`src/rtl/plab3_mem_l2_domain_arb_pkg.sv`:
```
// plab3_mem_l2_domain_arb_pkg: FSM states, memory message widths and slot legality check
package plab3_mem_l2_domain_arb_pkg;
  typedef enum logic [1:0] {ISSUE, WAIT, PAD} state_t;
  function automatic int req_nbits(int o, int a, int d);
    return 3 + o + a + $clog2(d / 8) + d;
  endfunction
  function automatic int resp_nbits(int o, int d);
    return 3 + o + 2 + $clog2(d / 8) + d;
  endfunction
  function automatic bit slot_params_ok(int slot_len, int issue_win);
    return issue_win >= 1 && issue_win < slot_len;
  endfunction
  localparam int REQ_NBITS = req_nbits(8, 32, 128);
  localparam int RESP_NBITS = resp_nbits(8, 128);
endpackage

```
`src/rtl/plab3_mem_l2_domain_arb_if.sv`:
```
// plab3_mem_l2_domain_arb_if: requester-side and L2-side ports of the domain arbiter
interface plab3_mem_l2_domain_arb_if #(
  parameter int N = 2,
  parameter int REQ = plab3_mem_l2_domain_arb_pkg::REQ_NBITS,
  parameter int RESP = plab3_mem_l2_domain_arb_pkg::RESP_NBITS
);
  logic [N*REQ-1:0] in_req_msg;
  logic [N-1:0] in_req_val, in_req_rdy;
  logic [N*RESP-1:0] in_resp_msg;
  logic [N-1:0] in_resp_val, in_resp_rdy;
  logic [REQ-1:0] out_req_msg;
  logic out_req_val, out_req_rdy;
  logic [RESP-1:0] out_resp_msg;
  logic out_resp_val, out_resp_rdy;
  logic [$clog2(N)-1:0] cur_sd;
  logic overrun;
  modport slave (
    input in_req_msg, in_req_val, in_resp_rdy, out_req_rdy, out_resp_msg, out_resp_val,
    output in_req_rdy, in_resp_msg, in_resp_val, out_req_msg, out_req_val, out_resp_rdy, cur_sd, overrun
  );
  modport master (
    output in_req_msg, in_req_val, in_resp_rdy, out_req_rdy, out_resp_msg, out_resp_val,
    input in_req_rdy, in_resp_msg, in_resp_val, out_req_msg, out_req_val, out_resp_rdy, cur_sd, overrun
  );
endinterface

```
`src/rtl/plab3_mem_l2_slot_timer.sv`:
```
// plab3_mem_l2_slot_timer: slot cycle counter and round-robin owner with hold (stretch) and skip (early end)
module plab3_mem_l2_slot_timer #(
  parameter int p_num_reqs = 2,
  parameter int p_slot_len = 32,
  localparam int CW = $clog2(p_slot_len)
) (
  input  logic clk,
  input  logic reset,
  input  logic hold,
  input  logic skip,
  output logic [$clog2(p_num_reqs)-1:0] owner,
  output logic [CW-1:0] slot_cnt,
  output logic last
);
  assign last = slot_cnt == CW'(p_slot_len - 1);
  always_ff @(posedge clk) begin
    if (reset) begin
      owner <= '0;
      slot_cnt <= '0;
    end else if (skip || (last && !hold)) begin
      owner <= owner + 1'b1;
      slot_cnt <= '0;
    end else if (!last) begin
      slot_cnt <= slot_cnt + 1'b1;
    end
  end
endmodule

```
`src/rtl/plab3_mem_l2_domain_arb.sv`:
```
// plab3_mem_l2_domain_arb: time-division L2 port arbiter, one transaction per fixed slot per security domain
// Define PLAB3_MEM_L2_ARB_WORK_CONSERVING_EN for the higher-throughput, non-secure work-conserving variant
module plab3_mem_l2_domain_arb
  import plab3_mem_l2_domain_arb_pkg::*;
#(
  parameter int p_num_reqs = 2,
  parameter int p_opaque_nbits = 8,
  parameter int p_abw = 32,
  parameter int p_dbw = 128,
  parameter int p_slot_len = 32,
  parameter int p_issue_win = 1
) (
  input logic clk,
  input logic reset,
  plab3_mem_l2_domain_arb_if.slave bus
);
  localparam int REQ = req_nbits(p_opaque_nbits, p_abw, p_dbw);
  localparam int RESP = resp_nbits(p_opaque_nbits, p_dbw);
  localparam int OW = $clog2(p_num_reqs);
  localparam int CW = $clog2(p_slot_len);
  if (!slot_params_ok(p_slot_len, p_issue_win)) begin : g_bad_slot
    $error("p_issue_win must lie in [1, p_slot_len)");
  end
  state_t state, state_nxt;
  logic [OW-1:0] owner;
  logic [CW-1:0] slot_cnt;
  logic last, issue_ok, req_fire, resp_fire, hold, skip, adv, stretched;
  plab3_mem_l2_slot_timer #(.p_num_reqs(p_num_reqs), .p_slot_len(p_slot_len)) timer (
    .clk(clk), .reset(reset), .hold(hold), .skip(skip), .owner(owner), .slot_cnt(slot_cnt), .last(last)
  );
  assign issue_ok = state == ISSUE && slot_cnt < CW'(p_issue_win);
  assign req_fire = issue_ok && bus.in_req_val[owner] && bus.out_req_rdy;
  assign resp_fire = state == WAIT && bus.out_resp_val && bus.in_resp_rdy[owner];
  assign hold = state == WAIT && !resp_fire;
`ifdef PLAB3_MEM_L2_ARB_WORK_CONSERVING_EN
  assign skip = (state == ISSUE && slot_cnt == '0 && !bus.in_req_val[owner]) || resp_fire;
`else
  assign skip = 1'b0;
`endif
  assign adv = skip || (last && !hold);
  always_ff @(posedge clk) begin
    state <= reset ? ISSUE : state_nxt;
    stretched <= !reset && !adv && (stretched || (last && hold));
  end
  // non-owners always see rdy/val/msg at zero so no domain observes another's traffic
  always_comb begin
    state_nxt = adv ? ISSUE : req_fire ? WAIT : (resp_fire || (state == ISSUE && !issue_ok)) ? PAD : state;
    bus.in_req_rdy = '0;
    bus.in_resp_val = '0;
    bus.in_resp_msg = '0;
    bus.in_req_rdy[owner] = !reset && issue_ok && bus.out_req_rdy;
    bus.in_resp_val[owner] = !reset && state == WAIT && bus.out_resp_val;
    bus.in_resp_msg[RESP*int'(owner) +: RESP] = state == WAIT ? bus.out_resp_msg : '0;
  end
  assign bus.out_req_val = !reset && issue_ok && bus.in_req_val[owner];
  assign bus.out_req_msg = bus.in_req_msg[REQ*int'(owner) +: REQ];
  assign bus.out_resp_rdy = !reset && state == WAIT && bus.in_resp_rdy[owner];
  assign bus.cur_sd = owner;
  assign bus.overrun = !reset && last && hold && !stretched;
endmodule
```
`src/flat_wrapper.sv`:
```
// flat-port wrapper written by rule: the top's interface ports become plain ports
module plab3_mem_l2_domain_arb_flat import plab3_mem_l2_domain_arb_pkg::*;
#(
  parameter int p_num_reqs = 2,
  parameter int p_opaque_nbits = 8,
  parameter int p_abw = 32,
  parameter int p_dbw = 128,
  parameter int p_slot_len = 32,
  parameter int p_issue_win = 1
)
  (clk, reset, bus_in_req_msg, bus_in_req_val, bus_in_resp_rdy, bus_out_req_rdy, bus_out_resp_msg, bus_out_resp_val, bus_in_req_rdy, bus_in_resp_msg, bus_in_resp_val, bus_out_req_msg, bus_out_req_val, bus_out_resp_rdy, bus_cur_sd, bus_overrun);
  plab3_mem_l2_domain_arb_if bus_i ();
  input logic clk;
  input logic reset;
  input wire logic [$bits(bus_i.in_req_msg)-1:0] bus_in_req_msg;
  input wire logic [$bits(bus_i.in_req_val)-1:0] bus_in_req_val;
  input wire logic [$bits(bus_i.in_resp_rdy)-1:0] bus_in_resp_rdy;
  input wire logic [$bits(bus_i.out_req_rdy)-1:0] bus_out_req_rdy;
  input wire logic [$bits(bus_i.out_resp_msg)-1:0] bus_out_resp_msg;
  input wire logic [$bits(bus_i.out_resp_val)-1:0] bus_out_resp_val;
  output wire logic [$bits(bus_i.in_req_rdy)-1:0] bus_in_req_rdy;
  output wire logic [$bits(bus_i.in_resp_msg)-1:0] bus_in_resp_msg;
  output wire logic [$bits(bus_i.in_resp_val)-1:0] bus_in_resp_val;
  output wire logic [$bits(bus_i.out_req_msg)-1:0] bus_out_req_msg;
  output wire logic [$bits(bus_i.out_req_val)-1:0] bus_out_req_val;
  output wire logic [$bits(bus_i.out_resp_rdy)-1:0] bus_out_resp_rdy;
  output wire logic [$bits(bus_i.cur_sd)-1:0] bus_cur_sd;
  output wire logic [$bits(bus_i.overrun)-1:0] bus_overrun;
  assign bus_i.in_req_msg = bus_in_req_msg;
  assign bus_i.in_req_val = bus_in_req_val;
  assign bus_i.in_resp_rdy = bus_in_resp_rdy;
  assign bus_i.out_req_rdy = bus_out_req_rdy;
  assign bus_i.out_resp_msg = bus_out_resp_msg;
  assign bus_i.out_resp_val = bus_out_resp_val;
  assign bus_in_req_rdy = bus_i.in_req_rdy;
  assign bus_in_resp_msg = bus_i.in_resp_msg;
  assign bus_in_resp_val = bus_i.in_resp_val;
  assign bus_out_req_msg = bus_i.out_req_msg;
  assign bus_out_req_val = bus_i.out_req_val;
  assign bus_out_resp_rdy = bus_i.out_resp_rdy;
  assign bus_cur_sd = bus_i.cur_sd;
  assign bus_overrun = bus_i.overrun;
  plab3_mem_l2_domain_arb #(.p_num_reqs(p_num_reqs), .p_opaque_nbits(p_opaque_nbits), .p_abw(p_abw), .p_dbw(p_dbw), .p_slot_len(p_slot_len), .p_issue_win(p_issue_win)) u_core (.clk(clk), .reset(reset), .bus(bus_i));
endmodule
```
`config.mk`:
```
export PLATFORM = sky130hd
export DESIGN_NAME = plab3_mem_l2_domain_arb_flat
export DESIGN_NICKNAME = d
export VERILOG_FILES = /design/src/rtl/plab3_mem_l2_domain_arb_pkg.sv /design/src/rtl/plab3_mem_l2_domain_arb_if.sv /design/src/rtl/plab3_mem_l2_slot_timer.sv /design/src/rtl/plab3_mem_l2_domain_arb.sv /design/src/flat_wrapper.sv
export SDC_FILE = /design/constraint.sdc
export NUM_CORES = 1
export LEC_CHECK = 0
export CAP_MARGIN = 5
export CORE_AREA = 4 4 380 382
export CTS_BUF_LIST = sky130_fd_sc_hd__clkbuf_8
export CTS_CLUSTER_DIAMETER = 120
export DETAILED_ROUTE_END_ITERATION = 8
export DIE_AREA = 0 0 384 386
export HOLD_SLACK_MARGIN = 0.15
export PLACE_DENSITY = 0.3
export RECOVER_POWER = 25
export SETUP_SLACK_MARGIN = 0.3
export SLEW_MARGIN = 40
export SYNTH_ARGS = -nofsm -noshare
export SYNTH_HDL_FRONTEND = slang
export SYNTH_SLANG_ARGS = --single-unit
export TNS_END_PERCENT = 50
```
`constraint.sdc`:
```
create_clock -name clk -period 4.3 [get_ports clk]
set_input_delay 1.075 -clock clk [delete_from_list [all_inputs] [get_ports clk]]
set_output_delay 1.075 -clock clk [all_outputs]
set_load 0.1 [all_outputs]
```
; ---- After elaboration in Yosys (flattened, before gate mapping)
; Index checks and enable logic that the tools add are counted.
[op_classes]
add_sub_neg = 3
n_mul = 2
n_lt_le_gt_ge = 3
eq_ne = 2
n_shift = 3
n_mux = 9
bitwise = 3
reduce_logical = 33
[op_table]
columns = cell, count
row1 = $shiftx A350 B32 Y175, 1
row2 = $and A290 B290 Y290, 1
row3 = $shift A145 B33 Y290 const A, 1
row4 = $shiftx A145 B33 Y290, 1
row5 = $mux W145, 1
row6 = $neg A32 Y33, 1
row7 = $logic_and A1 B1 Y1, 21
row8 = $mul A8 B1 Y9 const A, 2
row9 = $mux W1, 7
row10 = $logic_not A1 Y1, 6
row11 = $add A5 B1 Y5 const B, 1
row12 = $eq A5 B5 Y1 const B, 1
row13 = $lt A5 B1 Y1 const B, 1
row14 = $and A2 B2 Y2, 2
row15 = $reduce_or A3 Y1, 1
row16 = $eq A2 B1 Y1 const B, 1
row17 = $logic_not A2 Y1, 1
row18 = $logic_or A1 B1 Y1, 2
row19 = $lt A1 B2 Y1 const B, 1
row20 = $reduce_bool A2 Y1, 1
row21 = $reduce_or A2 Y1, 1
row22 = $add A1 B1 Y1 const B, 1
row23 = $demux W1 S1, 1
row24 = $ge A1 B1 Y1 const B, 1
[totals]
ff_bits = 9
out_inout_bits = 473
elab_cells = 63

; ---- Longest topological paths before layout
; Gate-level depths: netlist (run 1).
[depth]
word_depth = 10
mapped_depth = 7

; ---- Cells and area by module
; From an unflattened synthesis (run 1), not the netlist that was laid out.
[hier_totals]
hier_cells = 598
area_unflattened_um2 = 4738.3
[by_module_without_submodules]
columns = mod, n_inst, cells_per_inst, area_each_um2, seq_area_each_um2
row1 = plab3_mem_l2_domain_arb, 1, 571, 4456.8, 60.1
row2 = plab3_mem_l2_slot_timer, 1, 27, 281.5, 120.1

; ---- Worst setup path before layout (run 1)
; OpenSTA, ideal clock, no wires.
[synth_timing]
path_type = register to output
startpoint = reg u_core.timer.owner
endpoint = out bus_out_req_val
t_arrival_ns = 4.441
t_required_ns = 3.225
setup_slack_ns = -1.216
path_stages_with_launch = 4
cell_sequence = dfxtp_1 > buf_6 > mux2_2 > nor4b_1
[synth_via]
elab_chain_cells = 3
[synth_rtl]
columns = element, line
row1 = from (decl), plab3_mem_l2_slot_timer.sv:11  ; output logic [$clog2(p_num_reqs)-1:0] owner,
row2 = from (signal assigned), plab3_mem_l2_slot_timer.sv:21  ; owner <= owner + 1'b1;
row3 = $mux W1 (not written as such) (2 in series), plab3_mem_l2_domain_arb.sv:55  ; assign bus.out_req_val = !reset && issue_ok && bus.in_req_val[owner];
row4 = $logic_and A1 B1 Y1, plab3_mem_l2_domain_arb.sv:55
row5 = to (decl), flat_wrapper.sv:25  ; output wire logic [$bits(bus_i.out_req_val)-1:0] bus_out_req_val;
; Every way passes these cells. The select of a mux whose other input is x is not followed.

; ---- Final worst setup path (run 1)
[layout_timing]
startpoint = in bus_in_req_msg[21]
endpoint = out bus_out_req_msg[21]
[layout_via]
elab_chain_cells = 1
[layout_rtl]
columns = element, line
row1 = from (decl), flat_wrapper.sv:15  ; input wire logic [$bits(bus_i.in_req_msg)-1:0] bus_in_req_msg;
row2 = $shiftx A350 B32 Y175, plab3_mem_l2_domain_arb.sv:56  ; assign bus.out_req_msg = bus.in_req_msg[REQ*int'(owner) +: REQ];
row3 = to (decl), flat_wrapper.sv:24  ; output wire logic [$bits(bus_i.out_req_msg)-1:0] bus_out_req_msg;
; Every way passes these cells.

==> summary.md, run 1 <==
The net count of the finished layout is 2025. The most used flip-flop cell after synthesis is sky130_fd_sc_hd__dfxtp_1. The total number of vias is 9266. The count of buffers added on input and output ports is 975. Minimum period implied by the final worst setup slack: 3.967 ns.

The number of H-tree levels was 1; the synthesized flop and latch total was 9. In this run, distinct cell masters in the synthesized netlist total 30. The mapped netlist covers 4931 um2.

For the worst setup path, the data arrival time is 2.89 ns. The logs give 0.1449 for the total global routing track utilization and 2259 uW for the total chip power. Largest fanout on the critical path: 1. Leaving out fill and tap cells, the most frequent cells in the layout are 500 x sky130_fd_sc_hd__clkdlybuf4s50_1, 291 x sky130_fd_sc_hd__and3_1, 259 x sky130_fd_sc_hd__buf_4, 159 x sky130_fd_sc_hd__mux2_2, 130 x sky130_fd_sc_hd__buf_12. TritonCTS built the clock tree. The cell count after synthesis came out at 610. The routed wire length was 114900 um; the vias per cell was 2.707. The setup total negative slack came out at 0 ns. STA classifies the critical path startpoint as a primary input.

The final clock period utilization by the worst path works out to 0.9226. The capture endpoint of the worst hold path was u_core.stretched. The final RePlAce weighted congestion is 0.8162, and the wire length per cell after detailed routing is 33.56 um.

The internal power was 818.6 uW. Measured along the x axis, the die boundary spans 384 um. The remaining global-route overflow was 0.

Detailed placement HPWL: 106100 um. For the count of standard-cell rows, the log shows 138. Yosys mapped a number of flops with a built-in enable equal to 0. The clock transition at the registers of the reported paths was 0.05 ns; the portion of total power attributed to the clock network was 0.045. The total area inside the core boundary comes to 141100 um2. The final clock skew is 0.0004922 ns, and the number of endpoints failing setup at the final stage is 0. The tools report the combinational share of power as 0.915.

Buffers inserted during clock tree synthesis total 3. Headroom to the max-slew limit: -0.01750. The count of yosys warnings during synthesis came out at 0.

By startpoint and endpoint, the worst setup path is classified as primary input to output pin. CTS saw 9 sinks. For the leakage power total, the log shows 0.007268 uW. The die is 386 um tall. The library cell used most frequently in the layout, excluding fill and tap cells, is sky130_fd_sc_hd__clkdlybuf4s50_1.

The number of cells on the worst reg-to-reg path is 4. Critical path's largest stage delay: 1.09 ns. The run finished, with violations left.

Wire length of the first global-routing pass: 134100 um. The startpoint identified for the worst hold timing path is u_core.stretched. In this run the critical register-to-register path is captured at u_core.timer.owner.

The fraction of synthesis flops using an asynchronous set or reset pin is 0. Setup repair after global routing left no endpoint under its margin. Entering global routing, the biggest net connects 153 pins.

The die covers 148200 um2. The via count of the first global-routing pass is 9328, and the number of instances on the worst hold path is 2. STA classifies the critical path endpoint as an output pin. For this run, design rule violations remaining after detail routing come to 0. The run gives 252.1 MHz as the upper clock frequency limit. The worst register-to-register path begins at u_core.timer.owner.

The data required time of the critical path is 3.22 ns, and the fraction of final layout cells sized beyond drive strength 1 is 0.4016. Register area share after synthesis: 0.03654. The signal on the critical path passes through clkdlybuf4s50_1 > mux2_2 > clkbuf_1. The count of nets left with antenna violations once routing finished came out at 0.

The net switching fraction of the power is 0.6376. Pin placement for this block handled 976 I/O pins. The root cell of the clock tree was sky130_fd_sc_hd__clkbuf_8. The longest clock path from root to sink contains 2 buffers. Portion of total power attributed to sequential cells: 0.041. The final reports fail on max-capacitance violations, max-slew violations.

At the pin with the least slew margin, the transition time is 1.533 ns. For the synthesized net count, the log shows 1115. The average cell area after synthesis works out to 8.084 um2. For the final count of pins violating max slew, the log shows 4.

The run gives 1440 uW as the net switching power of the design. Dividing total power by cell area gives a power density of 134.5 nW/um2. Effective utilization at floorplan: 0.03495. The initial antenna violation count is 115. Setup slack on the worst reg-to-reg path comes out at 1.85 ns. The layout overhead on the synthesized area is 240.5%.

The logs give 5 for the number of maximum-capacitance constraint violations and 0 for the count of endpoints failing hold in the final timing report. The run gives 0.00006402 V as the maximum vdd ir drop. Path type of the worst min-delay path: flip-flop to flip-flop. The detailed router finished its first iteration with 439 violations. The largest individual stage delay along the critical path comes from the cell sky130_fd_sc_hd__clkbuf_1. The run gives 4 as the first-pass iteration count of the detailed router.

The later pin in the worst-skew pair is clocked with a latency of 0.24 ns.
-- metal layers --
metal | GRT usage | part of all wire | wire length, um | up-vias
li1 | - | - | - | 4088
met1 | 0.1726 | 0.40 | 45940 | 4304
met2 | 0.2722 | 0.51 | 58960 | 661
met3 | 0.03772 | 0.072 | 8230 | 195
met4 | 0.005133 | 0.014 | 1620 | 18
met5 | 0 | 0.0010 | 119 | -
-- worst max-delay path: cells and delay by family --
kind	cells	cell delay, ns
buffers and inverters	2	1.58
muxes	1	0.21
-- power by group through the flow --
| stage | combinational, uW | clock, uW | sequential [uW] |
|---|---|---|---|
| detailed placement | 2130 | 0 | 93.9 |
| global route | 2120 | 109 | 92.8 |
| global placement | 2130 | 0 | 93.9 |
| CTS | 2140 | 104 | 92.1 |
| floorplan | 1150 | 0 | 93.2 |
| finish | 2070 | 101 | 92.2 |
-- how the worst max path moves through the flow --
| stage | start | end | slack (ns) | cells after the start |
|---|---|---|---|---|
| floorplan | u_core.timer.owner | bus_out_req_val | 0.19 | 3 |
| global placement | reset | bus_in_req_rdy[0] | 0.34 | 6 |
| CTS | reset | bus_in_req_rdy[0] | 0.36 | 6 |
| finish | bus_in_req_msg[21] | bus_out_req_msg[21] | 0.33 | 3 |
| global route | u_core.timer.owner | bus_out_req_msg[109] | 0.32 | 3 |
| detailed placement | reset | bus_in_req_rdy[0] | 0.36 | 6 |
-- synth_stat cells, types with 2 or more instances --
cell type	count	area share
sky130_fd_sc_hd__mux2i_1	2	0.0041
sky130_fd_sc_hd__clkbuf_1	30	0.023
sky130_fd_sc_hd__buf_4	12	0.018
sky130_fd_sc_hd__buf_2	11	0.011
sky130_fd_sc_hd__buf_6	32	0.073
sky130_fd_sc_hd__and3_1	291	0.37
sky130_fd_sc_hd__ha_1	2	0.0051
sky130_fd_sc_hd__mux2_2	176	0.40
sky130_fd_sc_hd__nor2_1	15	0.011
sky130_fd_sc_hd__nand2_1	4	0.0030
sky130_fd_sc_hd__inv_1	5	0.0038
sky130_fd_sc_hd__xor2_1	2	0.0036
sky130_fd_sc_hd__dfxtp_1	9	0.037
sky130_fd_sc_hd__nor4_1	3	0.0038
-- what timing repair did --
action / 4_1_cts / 5_1_grt
setup buffers: 0 / 0
resized for setup: 0 / 1
endpoints found under the setup margin: 0 / 2
hold buffers: 0 / 0
-- flip-flops by register name, summed over array words and instances, names as in the netlist --
signal                 count
u_core.timer.slot_cnt      5
u_core.state               2
u_core.stretched           1
u_core.timer.owner         1
-- stage by stage --
stage / hold slack (ns) / worst slack, ns / cells / cell area [um2] / util
6_report: 0.5091 / 0.3328 / 3423 / 16790 / 0.1190
5_1_grt: 0.5412 / 0.3175 / 3410 / 16760 / 0.1188
2_1_floorplan: 0.4789 / 0.1900 / 610 / 4967 / -
4_1_cts: 0.5108 / 0.3573 / 3409 / 17070 / 0.1210
3_3_place_gp: 0.4970 / 0.3361 / 3405 / 17030 / 0.1207
3_5_place_dp: 0.5021 / 0.3637 / 3405 / 17030 / 0.1207
-- logic make-up after synthesis --
logic type	after synthesis	synth area share
simple gates	319	0.3976
mux	180	0.4128
buf+inv	91	0.1302
flops	9	0.03654
compound gates	6	0.01243
xor+xnor	3	0.005330
fa+ha+maj	2	0.005074
-- final cells by class --
class	instances	area, um2
Multi-Input combinational cell	510	4129
Clock buffer	3	41.29
Fill cell	16360	124300
Sequential cell	9	183.9
Clock inverter	1	3.754
Timing Repair Buffer	991	10020
Inverter	5	18.77
Tap cell	1890	2365
Antenna cell	14	35.03
Note: power is estimated with default switching activity, not from simulation.
==> run 2, diff against run 1 <==
--- a/config.mk
+++ b/config.mk
@@ -11,7 +11,8 @@
 export CTS_CLUSTER_DIAMETER = 120
 export DETAILED_ROUTE_END_ITERATION = 8
 export DIE_AREA = 0 0 384 386
-export HOLD_SLACK_MARGIN = 0.15
+export GPL_ROUTABILITY_DRIVEN = 0
+export HOLD_SLACK_MARGIN = 0.03
 export PLACE_DENSITY = 0.3
 export RECOVER_POWER = 25
 export SETUP_SLACK_MARGIN = 0.3
==> results of run 2 <==
The final DEF is identical to that of run 1; final timing and power are the same.
